==> src/rtl/ball_motion_engine.sv <==
// Pong ball position/velocity engine: tick-paced step handshake with the collision
// detectors, wall bounce, clamping and sticky scoring. Optional macro: SPEED_RAMP_EN.
module ball_motion_engine #(
    parameter int unsigned SCREEN_W  = 640,
    parameter int unsigned SCREEN_H  = 480,
    parameter int unsigned BALL_SIZE = 16,
    parameter int unsigned COORD_W   = 10,
    parameter int unsigned TICK_W    = 19,
    parameter int unsigned STEP_W    = 3
) (
    input  logic               clk,
    input  logic               rst_n,
    input  logic [1:0]         state,
    input  logic               serve,
    input  logic [TICK_W-1:0]  tick_div,
    input  logic [STEP_W-1:0]  step_x,
    input  logic [STEP_W-1:0]  step_y,
    input  logic               hit_left,
    input  logic               hit_right,
    input  logic               hit_top,
    input  logic               hit_bottom,
    input  logic               coll_valid,
    output logic               coll_ack,
    output logic [COORD_W-1:0] ball_x,
    output logic [COORD_W-1:0] ball_y,
    output logic [1:0]         ball_status,
    output logic               bounce
);

    localparam int unsigned X_MAX = SCREEN_W - BALL_SIZE;
    localparam int unsigned Y_MAX = SCREEN_H - BALL_SIZE;
    localparam logic [COORD_W-1:0] X_MAX_C = COORD_W'(X_MAX);
    localparam logic [COORD_W-1:0] Y_MAX_C = COORD_W'(Y_MAX);
    localparam logic [COORD_W-1:0] ORIG_X  = COORD_W'(X_MAX / 2);
    localparam logic [COORD_W-1:0] ORIG_Y  = COORD_W'(Y_MAX / 2);

    typedef enum logic [1:0] {
        GS_START = 2'b00,
        GS_SERVE = 2'b01,
        GS_PLAY  = 2'b10,
        GS_DONE  = 2'b11
    } game_state_e;

    typedef enum logic [1:0] {
        BS_PLAYING = 2'b00,
        BS_P1WIN   = 2'b01,
        BS_P2WIN   = 2'b10
    } ball_status_e;

    game_state_e  game_state;
    assign game_state = game_state_e'(state);

    logic [COORD_W-1:0] x_q, x_d, y_q, y_d;
    logic               dir_x_q, dir_x_d, dir_y_q, dir_y_d;
    ball_status_e       status_q, status_d;
    logic [TICK_W-1:0]  cnt_q, cnt_d;
    logic               pending_q, pending_d;
    logic               coll_ack_q, coll_ack_d;
    logic               bounce_q, bounce_d;

    logic [STEP_W-1:0]  step_x_base, step_x_eff, step_y_eff;
    assign step_x_base = (step_x == '0) ? STEP_W'(1) : step_x;
    assign step_y_eff  = (step_y == '0) ? STEP_W'(1) : step_y;

`ifdef SPEED_RAMP_EN
    logic [STEP_W-1:0]  eff_step_q, eff_step_d;
    assign step_x_eff = eff_step_q;
`else
    assign step_x_eff = step_x_base;
`endif

    // Candidate step results, computed every cycle and committed only on a step.
    logic               dir_x_n, dir_y_n, dir_y_w, move_x, move_y, tick, step;
    logic [COORD_W:0]   x_wide, y_wide, sx_wide, sy_wide, x_sum, y_sum;
    logic [COORD_W-1:0] x_next, y_next;

    always_comb begin
        move_x = !(hit_left && hit_right);
        move_y = !(hit_top && hit_bottom);

        dir_x_n = dir_x_q;
        if (hit_right && !hit_left) dir_x_n = 1'b1;
        if (hit_left && !hit_right) dir_x_n = 1'b0;
        dir_y_n = dir_y_q;
        if (hit_bottom && !hit_top) dir_y_n = 1'b1;
        if (hit_top && !hit_bottom) dir_y_n = 1'b0;

        x_wide  = {1'b0, x_q};
        y_wide  = {1'b0, y_q};
        sx_wide = (COORD_W+1)'(step_x_eff);
        sy_wide = (COORD_W+1)'(step_y_eff);
        x_sum   = x_wide + sx_wide;
        y_sum   = y_wide + sy_wide;

        x_next = x_q;
        if (move_x) begin
            if (dir_x_n) x_next = (sx_wide > x_wide) ? '0 : x_q - COORD_W'(step_x_eff);
            else         x_next = (x_sum >= (COORD_W+1)'(X_MAX)) ? X_MAX_C : x_sum[COORD_W-1:0];
        end
        y_next = y_q;
        if (move_y) begin
            if (dir_y_n) y_next = (sy_wide > y_wide) ? '0 : y_q - COORD_W'(step_y_eff);
            else         y_next = (y_sum >= (COORD_W+1)'(Y_MAX)) ? Y_MAX_C : y_sum[COORD_W-1:0];
        end

        dir_y_w = dir_y_n;
        if (y_next == '0)     dir_y_w = 1'b0;
        if (y_next == Y_MAX_C) dir_y_w = 1'b1;
    end

    always_comb begin
        x_d        = x_q;
        y_d        = y_q;
        dir_x_d    = dir_x_q;
        dir_y_d    = dir_y_q;
        status_d   = status_q;
        cnt_d      = cnt_q;
        pending_d  = pending_q;
        coll_ack_d = 1'b0;
        bounce_d   = 1'b0;
        tick       = 1'b0;
        step       = 1'b0;
`ifdef SPEED_RAMP_EN
        eff_step_d = eff_step_q;
`endif
        case (game_state)
            GS_PLAY: begin
                if (status_q == BS_PLAYING) begin
                    tick      = (cnt_q == tick_div);
                    cnt_d     = tick ? '0 : cnt_q + TICK_W'(1);
                    step      = pending_q && coll_valid;
                    pending_d = tick || (pending_q && !step);
                    if (step) begin
                        coll_ack_d = 1'b1;
                        x_d        = x_next;
                        y_d        = y_next;
                        dir_x_d    = dir_x_n;
                        dir_y_d    = dir_y_w;
                        if (x_next == '0)          status_d = BS_P2WIN;
                        else if (x_next == X_MAX_C) status_d = BS_P1WIN;
                        // A scoring step freezes the ball, so it never reports a paddle bounce.
                        bounce_d = (dir_x_n != dir_x_q) && (x_next != '0) && (x_next != X_MAX_C);
`ifdef SPEED_RAMP_EN
                        if (bounce_d && (eff_step_q != '1)) eff_step_d = eff_step_q + STEP_W'(1);
`endif
                    end
                end
            end
            GS_SERVE: begin
                x_d       = ORIG_X;
                y_d       = ORIG_Y;
                status_d  = BS_PLAYING;
                cnt_d     = '0;
                pending_d = 1'b0;
                dir_x_d   = serve;
                dir_y_d   = !dir_y_q;
`ifdef SPEED_RAMP_EN
                eff_step_d = step_x_base;
`endif
            end
            default: begin
                x_d       = ORIG_X;
                y_d       = ORIG_Y;
                status_d  = BS_PLAYING;
                cnt_d     = '0;
                pending_d = 1'b0;
                dir_x_d   = 1'b0;
                dir_y_d   = 1'b0;
`ifdef SPEED_RAMP_EN
                eff_step_d = step_x_base;
`endif
            end
        endcase
    end

    always_ff @(posedge clk) begin
        if (!rst_n) begin
            x_q        <= ORIG_X;
            y_q        <= ORIG_Y;
            dir_x_q    <= 1'b0;
            dir_y_q    <= 1'b0;
            status_q   <= BS_PLAYING;
            cnt_q      <= '0;
            pending_q  <= 1'b0;
            coll_ack_q <= 1'b0;
            bounce_q   <= 1'b0;
`ifdef SPEED_RAMP_EN
            eff_step_q <= step_x_base;
`endif
        end else begin
            x_q        <= x_d;
            y_q        <= y_d;
            dir_x_q    <= dir_x_d;
            dir_y_q    <= dir_y_d;
            status_q   <= status_d;
            cnt_q      <= cnt_d;
            pending_q  <= pending_d;
            coll_ack_q <= coll_ack_d;
            bounce_q   <= bounce_d;
`ifdef SPEED_RAMP_EN
            eff_step_q <= eff_step_d;
`endif
        end
    end

    assign ball_x      = x_q;
    assign ball_y      = y_q;
    assign ball_status = status_q;
    assign coll_ack    = coll_ack_q;
    assign bounce      = bounce_q;

endmodule

==> config.mk <==
export PLATFORM = sky130hd
export DESIGN_NAME = ball_motion_engine
export DESIGN_NICKNAME = d
export VERILOG_FILES = /design/src/rtl/ball_motion_engine.sv
export SDC_FILE = /design/constraint.sdc
export NUM_CORES = 1
export LEC_CHECK = 0
export CORE_UTILIZATION = 53
export DETAILED_ROUTE_END_ITERATION = 8
export DONT_BUFFER_PORTS = 1
export HOLD_SLACK_MARGIN = 0.1
export PLACE_DENSITY = 0.68
export SLEW_MARGIN = 30
export SYNTH_ARGS = -nofsm -noshare
export SYNTH_HDL_FRONTEND = slang
export SYNTH_SLANG_ARGS = --single-unit
==> constraint.sdc <==
create_clock -name clk -period 6.5 [get_ports clk]
set_input_delay 1.625 -clock clk [delete_from_list [all_inputs] [get_ports clk]]
set_output_delay 1.625 -clock clk [all_outputs]
set_load 0.005 [all_outputs]
==> results of run 1 <==
-- cell families after synthesis --
kind of cell | Yosys count
and+or+nand+nor | 219
muxes | 4
xor gates and xnor gates | 45
AOI/OAI and AO/OA | 145
buffers and inverters | 49
adders and majority gates | 21
DFF | 46
-- stage by stage --
| stage | instance area, µm² | cells |
|---|---|---|
| finish | 4170 | 611 |
| global route | 4170 | 611 |
| CTS | 4170 | 611 |
| detailed placement | 4050 | 603 |
| global placement | 4050 | 603 |
| floorplan | 4030 | 529 |
-- worst max-delay path, delay by kind of cell --
family	cells	cell delay, ps
AO/OA/AOI/OAI	8	2280
AND/OR/NAND/NOR	1	130
buffers and inverters	1	60
adder cells (fa/ha/maj)	2	680
-- cells in the final DEF (no fill, tap or decap), types with 7 or more instances in the layout --
cell	instances
o21a_1	7
nand4_1	12
o21ai_1	8
nor2_1	55
ha_1	15
nor4_1	11
dfxtp_1	46
nand3_1	17
inv_1	23
o21ai_0	15
xnor2_1	19
xor2_1	26
nand2_1	51
and3_1	9
a21oi_1	25
nor2b_1	12
o211ai_1	10
nor3_1	15
a211oi_1	13
-- report_power, final --
part | switching (mW) | leakage, nW | internal, mW
Clock | 0.104 | 0.0563 | 0.117
Sequential | 0.000793 | 0.371 | 0.282
Combinational | 0.0419 | 1.03 | 0.0262
Total | 0.146 | 1.45 | 0.425
-- layout make-up --
cell class	count	area [µm²]	share of cell area
inverters	23	86.3	0.0207
multi-input cells	434	2920	0.699
repair buffers	1	7.51	0.00180
well taps	99	124	0.0297
clock buffers	5	68.8	0.0165
clock inverters	3	48.8	0.0117
flip-flops and latches	46	921	0.221
-- worst max path at each step --
stage,start,endpoint,slack [ps]
global route,step_x[2],bounce,1700
global placement,step_x[2],bounce,1700
floorplan,step_x[2],ball_status[0],2010
CTS,step_x[2],bounce,1920
detailed placement,step_x[2],bounce,1620
finish,step_x[2],bounce,1890
-- sequential cells by signal, indices dropped and copies added (netlist names) --
register,count
ball_status,2
ball_x,10
cnt_q,19
ball_y,10
bounce,1
dir_y_q,1
pending_q,1
coll_ack,1
dir_x_q,1
-- metal layers --
layer  vias up  global-route usage  wire length [µm]
met2       144               0.448              5060
met3        20              0.0462               729
met4         0              0.0750               201
met5         -                   0                 0
met1      1851               0.377              4900
li1       1907                   -                 -
==> run_results.csv, run 1 <==
group,metric,value,unit
run_status,status,"finished clean",
synth,ys_ff_latch,46,
worst_setup_path,worstSetupPathType,"primary input to flip-flop",
synth,synth-seq-area-share,0.229,
clocking,clk_pin_slew,90,ps
worst_setup_path,worstPathRequired,6670,ps
floorplan,core.rowCount,31,
global_routing,grt_max_degree,20,
clocking,clock-sinks,46,
placed_design,dp_hpwl,8430,µm
global_routing,grt_util_all_layers,0.275,
synth,synthSimpleGateAreaFrac,0.280,
worst_setup_path,reg2reg_slack,2950,ps
synth,synth_area_leaders,"dfxtp_1, xor2_1, nor2_1, nand2_1, ha_1",
final_layout,antenna_cells,0,
sta,max_slew.worst_pin.slew,962,ps
floorplan,dieWidth,89.2,µm
synth,synth_cell_type_count,81,
synth,synth.avg_cell_area,7.62,µm²
floorplan,die-area,7950,µm²
drt,avgViaCountPerCell,6.42,
clocking,hold_buffers,0,
global_routing,grt-ovfl-total,0,
final_layout,fillerInstances,710,
synth,yosys-top-cells-count,"nor2_1, nand2_1, dfxtp_1, xor2_1, a21oi_1",
placed_design,routabilityCongestion,0.916,
final_layout,post-route-util,0.572,
worst_setup_path,rr_worst_depth,11,
worst_setup_path,slowest_delay,780,ps
sta,tns,0,ps
synth,async_reset_ff_frac,0,
sta,final_min_period_over_clock_period,0.709,
clocking,clock_path_buffers,2,
synth,synth_compound_area_frac,0.265,
drt,drt-total-wl,10900,µm
clocking,cts_root_buffer,"clkbuf_8",
sta,rsz0062_at_grt,"false",
worst_setup_path,critPathLaunchType,"primary input",
flow_run,drv_cap,0,
hold_path,holdPathEnd,"pending_q",
clocking,clk_latency,300,ps
clocking,htree_levels,2,
worst_setup_path,cp-end-kind,"flip-flop",
worst_setup_path,cp_slowest_cell,"a2111oi_1",
synth,synthXorXnorAreaFrac,0.0978,
power_and_ir_drop,total_power,0.572,mW
worst_setup_path,cp_max_fo,5,
synth,yosysTopAreaCell,"dfxtp_1",
drt,wl_per_cell,17.8,µm
clocking,cts_resized,0,
synth,netlist_area,4030,µm²
floorplan,initial_core_util,0.553,
synth,synthMuxAreaShare,0.00994,
synth,yosysMostFrequentCell,"nor2_1",
worst_setup_path,rr_endpoint,"bounce",
sta,min_period,4610,ps
synth,netlist_instances,529,
final_layout,syn_to_final_growth,3.54,%
placed_design,port_buffers,0,
power_and_ir_drop,powerDensity,137,nW/µm²
sta,clock_skew,11.1,ps
synth,yosys_warnings,0,
global_routing,grt_pass1_wl,17300,µm
sta,holdWs,489,ps
synth,synth_flop_cell,"dfxtp_1",
sta,slew_headroom,0.357,
sta,setup_violations,0,
floorplan,ios,59,
final_layout,drive_above_1_share,0.0586,
worst_setup_path,arrival,4770,ps
sta,slew_violations,0,
worst_setup_path,crit_chain,"o21bai_1 > ha_1 > inv_1 > fa_1 > o21ba_1 > a2111oi_1 > a32oi_1 > o211ai_1 > o21ba_1 > nand4_1 > o21ai_0 > a2111oi_1",
worst_setup_path,timing.rr.start,"ball_x[0]",
synth,synthAdderAreaFrac,0.0714,
synth,synth_fp_nets,583,
sta,max_freq,217,MHz
sta,hold_viol,0,
clocking,cts_buffers,5,
clocking,cts_setup_buffers,0,
sta,fin_ws,1890,ps
drt,drt_iter0_markers,278,
floorplan,core_area,7290,µm²
clocking,cts_tree,"built",
synth,synth_edf_count,0,
drt,drt_pass1_iterations,5,
synth,synth_top_area_frac,0.229,
drt,ant_nets,0,
hold_path,hold_start,"pending_q",
power_and_ir_drop,p_leak,1.45,nW
hold_path,min_path_cells,2,
placed_design,preCtsSetupSlack,1620,ps
drt,vias,3922,
global_routing,antenna_found_initial,0,
final_layout,fin_nets,565,
floorplan,die_h,89.2,µm
global_routing,grt_pass1_vias,3488,
drt,route.detailed.drc,0,
hold_path,min_path_type,"flip-flop to flip-flop",
synth,synth_top_family_by_area,"simple AND/OR/NAND/NOR gates",
power_and_ir_drop,ir_worst_vdd,0.0900,mV
Power figures use the tool's default switching activity.
==> run 2, diff against run 1 <==
--- a/config.mk
+++ b/config.mk
@@ -9,7 +9,7 @@
 export DETAILED_ROUTE_END_ITERATION = 8
 export DONT_BUFFER_PORTS = 1
 export HOLD_SLACK_MARGIN = 0.1
-export PLACE_DENSITY = 0.68
+export PLACE_DENSITY = 0.71
 export SLEW_MARGIN = 30
 export SYNTH_ARGS = -nofsm -noshare
 export SYNTH_HDL_FRONTEND = slang
==> constraint.sdc (replaced) <==
create_clock -name clk -period 3.7 [get_ports clk]
set_input_delay 0.925 -clock clk [delete_from_list [all_inputs] [get_ports clk]]
set_output_delay 0.925 -clock clk [all_outputs]
set_load 0.005 [all_outputs]
==> run 2 against run 1 <==
Against the previous run: largest cell class unchanged; clock-buffer cell count up 1; via count up 4.0%; clock power up 54%; setup slack worse by 1800 ps; non-clock buffer count up 40; critical path depth unchanged; final cell count up 6.5%.
==> run_results.csv, run 2 (same netlist as run 1, synthesis figures left out) <==
group,metric,value,unit
placed_design,dp_cells,643,
hold_path,hold_start,"pending_q",
hold_path,min_path_cells,2,
worst_setup_path,reg2reg_slack,500,ps
final_layout,post-route-util,0.612,
clocking,clk_latency,310,ps
clocking,cts_tree,"built",
drt,drt-total-wl,11300,µm
global_routing,grt_max_degree,20,
power_and_ir_drop,ir_worst_vdd,0.135,mV
power_and_ir_drop,p_leak,1.64,nW
drt,route.detailed.drc,0,
final_layout,fin_nets,605,
clocking,clock-sinks,46,
global_routing,grt_pass1_vias,3668,
power_and_ir_drop,combPwrFrac,0.137,
floorplan,dieWidth,89.2,µm
placed_design,preCtsSetupSlack,-199,ps
run_status,status,"finished clean",
placed_design,routabilityCongestion,0.948,
sta,final_min_period_over_clock_period,0.963,
sta,slew_headroom,0.523,
power_and_ir_drop,clkPwrFrac,0.351,
sta,max_freq,281,MHz
power_and_ir_drop,total_power,0.971,mW
drt,wl_per_cell,17.3,µm
floorplan,die_h,89.2,µm
floorplan,core.rowCount,31,
global_routing,grt_util_all_layers,0.287,
worst_setup_path,cp-end-kind,"flip-flop",
drt,route.met2.wl,5140,µm
floorplan,ios,59,
final_layout,seqCellArea,921,µm²
final_layout,largest_reg_flops,19,
worst_setup_path,arrival,3810,ps
final_layout,antenna_cells,0,
power_and_ir_drop,switching_share,0.277,
worst_setup_path,critPathLaunchType,"primary input",
worst_setup_path,worstPathRequired,3940,ps
sta,min_period,3560,ps
clocking,clock_path_buffers,2,
drt,wl_met3,831,µm
drt,drt_pass1_iterations,7,
sta,slew_violations,0,
final_layout,top_register,"cnt_q",
sta,rsz0062_at_grt,"true",
power_and_ir_drop,pwr-share-seq,0.512,
worst_setup_path,rr_worst_depth,11,
final_layout,syn_to_final_growth,10.7,%
clocking,htree_levels,2,
clocking,hold_buffers,0,
final_layout,multi_input_comb_area,2930,µm²
worst_setup_path,timing.rr.start,"ball_x[0]",
worst_setup_path,rr_endpoint,"ball_status[0]",
drt,vias,4077,
clocking,cts_resized,0,
drt,drt_iter0_markers,302,
placed_design,port_buffers,0,
floorplan,die-area,7950,µm²
floorplan,initial_core_util,0.553,
power_and_ir_drop,switchingPower,0.269,mW
final_layout,fin_cells,651,
power_and_ir_drop,p_int,0.702,mW
clocking,cts_root_buffer,"clkbuf_8",
drt,drt-met1-wl,5220,µm
sta,fin_ws,135,ps
worst_setup_path,worstSetupPathType,"primary input to flip-flop",
worst_setup_path,cp_max_fo,5,
clocking,cts_setup_buffers,0,
placed_design,dp_hpwl,8660,µm
sta,hold_viol,0,
clocking,cts_buffers,5,
global_routing,grt-ovfl-total,0,
hold_path,holdPathEnd,"pending_q",
drt,avgViaCountPerCell,6.26,
clocking,clk_pin_slew,100,ps
final_layout,layout_common_cells,"nor2_1, nand2_1, dfxtp_1",
final_layout,final_common_cell,"nor2_1",
sta,tns,0,ps
drt,highest_layer,"met4",
global_routing,grt_pass1_wl,17700,µm
hold_path,min_path_type,"flip-flop to flip-flop",
drt,ant_nets,0,
sta,clock_skew,13.4,ps
final_layout,drive_above_1_share,0.132,
final_layout,fillerInstances,710,
sta,setup_violations,0,
sta,max_slew.worst_pin.slew,716,ps
power_and_ir_drop,powerDensity,218,nW/µm²
floorplan,core_area,7290,µm²
global_routing,antenna_found_initial,0,
flow_run,drv_cap,0,
run 2: changes by cell type in the layout (fill, tap and decap cells not counted), sizes merged:
cell / delta
clkinv: +1
bufinv: -1
clkbuf: +1
buf: +40
inv: -1
run 2: area by class of cell:
class	instances	share of cell area
Tap cell	99	0.0278
Timing Repair Buffer	41	0.0690
Clock buffer	6	0.0185
Inverter	23	0.0193
Clock inverter	2	0.00280
Sequential cell	46	0.206
Multi-Input combinational cell	434	0.656
run 2: how the worst max path moves through the flow:
stage / startpoint / endpoint / slack (ps) / cells after the start
2_1_floorplan: step_x[2] / ball_status[0] / 10 / 12
3_3_place_gp: step_x[2] / bounce / -70 / 13
3_5_place_dp: step_x[2] / ball_status[0] / -200 / 12
4_1_cts: step_x[2] / ball_status[0] / 110 / 12
5_1_grt: step_x[2] / ball_status[1] / -20 / 12
6_report: step_x[2] / ball_status[0] / 140 / 12
run 2: critical path, cell delays in order:
cell and delay (ps):
o21bai_1 190, ha_1 240, inv_1 70, fa_1 460, o21bai_2 180, a21oi_1 90
a211oi_1 290, o221ai_2 200, a311oi_2 310, o221ai_2 160, or4_4 560, o21ai_2 140
run 2: power by group through the flow:
stage | registers, mW | clock network, mW | logic (mW)
2_1_floorplan | 0.508 | 0 | 0.0954
3_3_place_gp | 0.509 | 0 | 0.128
3_5_place_dp | 0.509 | 0 | 0.130
4_1_cts | 0.497 | 0.347 | 0.131
5_1_grt | 0.497 | 0.372 | 0.145
6_report | 0.497 | 0.341 | 0.133
run 2: through the flow:
stage	hold WS, ps	instance area, µm²
final	480	4460
after global routing	503	4460
after CTS	481	4450
after detailed placement	468	4360
after global placement	456	4360
after floorplan	445	4030
run 2: metal layers:
layer  vias to the layer above  track usage
met2                       151        0.471
met3                         7       0.0536
met4                         0       0.0678
li1                       1993            -
met1                      1926        0.391
met5                         -            0
==> run 3, diff against run 2 <==
--- a/config.mk
+++ b/config.mk
@@ -9,7 +9,7 @@
 export DETAILED_ROUTE_END_ITERATION = 8
 export DONT_BUFFER_PORTS = 1
 export HOLD_SLACK_MARGIN = 0.1
-export PLACE_DENSITY = 0.71
+export PLACE_DENSITY = 0.67
 export SLEW_MARGIN = 30
 export SYNTH_ARGS = -nofsm -noshare
 export SYNTH_HDL_FRONTEND = slang
==> run 3 against run 2 <==
Against the previous run: die area unchanged; fmax increased by 0.53%; flip-flop and latch count unchanged; utilization increased by 1.1 points; non-clock buffer count increased by 4; via count decreased by 0.81%; first-iteration DRC count decreased by 19%; final cell count increased by 0.61%; sequential power about the same; clock skew decreased by 2.1 ps; final area increased by 1.7%; largest cell class unchanged; highest routed layer unchanged.
==> run_results.csv, run 3 (same netlist as run 1, synthesis figures left out) <==
group,metric,value,unit
global_routing,antenna_found_initial,0,
global_routing,grt_use_met3,0.0397,
worst_setup_path,critPathLaunchType,"primary input",
flow_run,drv_cap,0,
clocking,cts_setup_buffers,0,
clocking,cts_root_buffer,"clkbuf_8",
sta,setup_violations,0,
final_layout,fin_nets,609,
sta,max_slew.worst_pin.slew,647,ps
global_routing,grt_use_met1,0.356,
clocking,clk_latency,300,ps
global_routing,grt_use_met2,0.498,
global_routing,grt-ovfl-total,0,
placed_design,port_buffers,0,
power_and_ir_drop,powerDensity,223,nW/µm²
floorplan,dieWidth,89.2,µm
clocking,cts_tree,"built",
worst_setup_path,worstSetupPathType,"primary input to flip-flop",
power_and_ir_drop,p_leak,1.67,nW
floorplan,ios,59,
floorplan,initial_core_util,0.553,
worst_setup_path,cp_slowest_cell,"or4_4",
global_routing,grt_max_degree,20,
final_layout,syn_to_final_growth,12.7,%
drt,drt_pass1_iterations,5,
worst_setup_path,crit_buf_inv,1,
placed_design,preCtsSetupSlack,-145,ps
placed_design,dp_hpwl,8580,µm
drt,avgViaCountPerCell,6.17,
sta,max_freq,282,MHz
hold_path,min_path_type,"flip-flop to flip-flop",
clocking,cts_buffers,5,
sta,min_period,3550,ps
sta,slew_headroom,0.568,
drt,vias,4044,
global_routing,grt_pass1_wl,17700,µm
clocking,cts_resized,0,
placed_design,routabilityCongestion,0.934,
clocking,clock-sinks,46,
clocking,htree_levels,2,
floorplan,core_area,7290,µm²
sta,fin_ws,154,ps
sta,tns,0,ps
sta,hold_viol,0,
final_layout,fillerInstances,729,
drt,drt-total-wl,11000,µm
clocking,clock_path_buffers,2,
final_layout,layout_common_cells,"nor2_1, nand2_1, dfxtp_1",
final_layout,top_register,"cnt_q",
final_layout,final_common_cell,"nor2_1",
final_layout,multi_input_comb_area,2950,µm²
drt,ant_nets,0,
floorplan,die-area,7950,µm²
global_routing,grt-busiest-layer,"met2",
worst_setup_path,crit_family,"compound AO/OA/AOI/OAI gates",
sta,final_min_period_over_clock_period,0.958,
sta,holdWs,492,ps
clocking,hold_buffers,0,
clocking,clk_pin_slew,90,ps
final_layout,drive_above_1_share,0.144,
drt,route.detailed.drc,0,
global_routing,grt_pass1_vias,3698,
worst_setup_path,worstPathRequired,3930,ps
floorplan,core.rowCount,31,
global_routing,grt_util_all_layers,0.284,
final_layout,antenna_cells,0,
power_and_ir_drop,ir_worst_vdd,0.182,mV
worst_setup_path,crit_chain,"o21bai_1 > ha_1 > inv_1 > fa_2 > a211o_1 > or3_4 > o211ai_2 > a21oi_2 > a311oi_2 > o221ai_2 > or4_4 > o21ai_2",
worst_setup_path,slowest_delay,570,ps
sta,clock_skew,11.3,ps
worst_setup_path,arrival,3780,ps
run_status,status,"finished clean",
final_layout,largest_reg_flops,19,
sta,slew_violations,0,
drt,wl_per_cell,16.8,µm
floorplan,die_h,89.2,µm
worst_setup_path,cp_max_fo,4,
sta,rsz0062_at_grt,"false",
final_layout,seqCellArea,921,µm²
worst_setup_path,cp-end-kind,"flip-flop",
drt,drt_iter0_markers,244,
-- run 3: report_power, final --
part / internal [mW] / leakage, nW / switching (mW)
combinational: 0.0554 / 1.25 / 0.0783
clock: 0.206 / 0.0563 / 0.176
sequential: 0.496 / 0.371 / 0.00159
total: 0.757 / 1.67 / 0.255
-- run 3: stage by stage --
stage                     cell area (µm²)  std cells  utilization  total power, mW
after floorplan                      4030        529            -            0.604
after global placement               4390        647        0.602            0.637
after detailed placement             4390        647        0.602            0.639
after CTS                            4500        655        0.618             1.02
after global routing                 4540        655        0.623             1.06
final                                4540        655        0.623             1.01
-- run 3: layout make-up --
class / count / share of cell area
Clock inverter: 3 / 0.0107
Multi-Input combinational cell: 434 / 0.650
Clock buffer: 5 / 0.0152
Tap cell: 99 / 0.0273
Sequential cell: 46 / 0.203
Timing Repair Buffer: 45 / 0.0744
Inverter: 23 / 0.0190
-- run 3: final timing paths --
path              startpoint             end  slack [ps]  cells past startpoint
hold / removal     pending_q       pending_q         490                      2
hold reg to reg    pending_q       pending_q         490                      2
setup / recovery   step_x[2]  ball_status[0]         150                     12
setup reg to reg   ball_x[0]  ball_status[0]         550                     12
-- run 3: routing by layer --
metal  wire [µm]  up-vias
li1            -     2002
met1        4870     1871
met2        5250      145
met3         553       26
met4         302        0
met5           0        -
-- run 3: tightest hold or removal path, cell delays in order, from the launching register on --
cell     delay, ps
dfxtp_1        330
nand2_1         60
a21oi_1         60
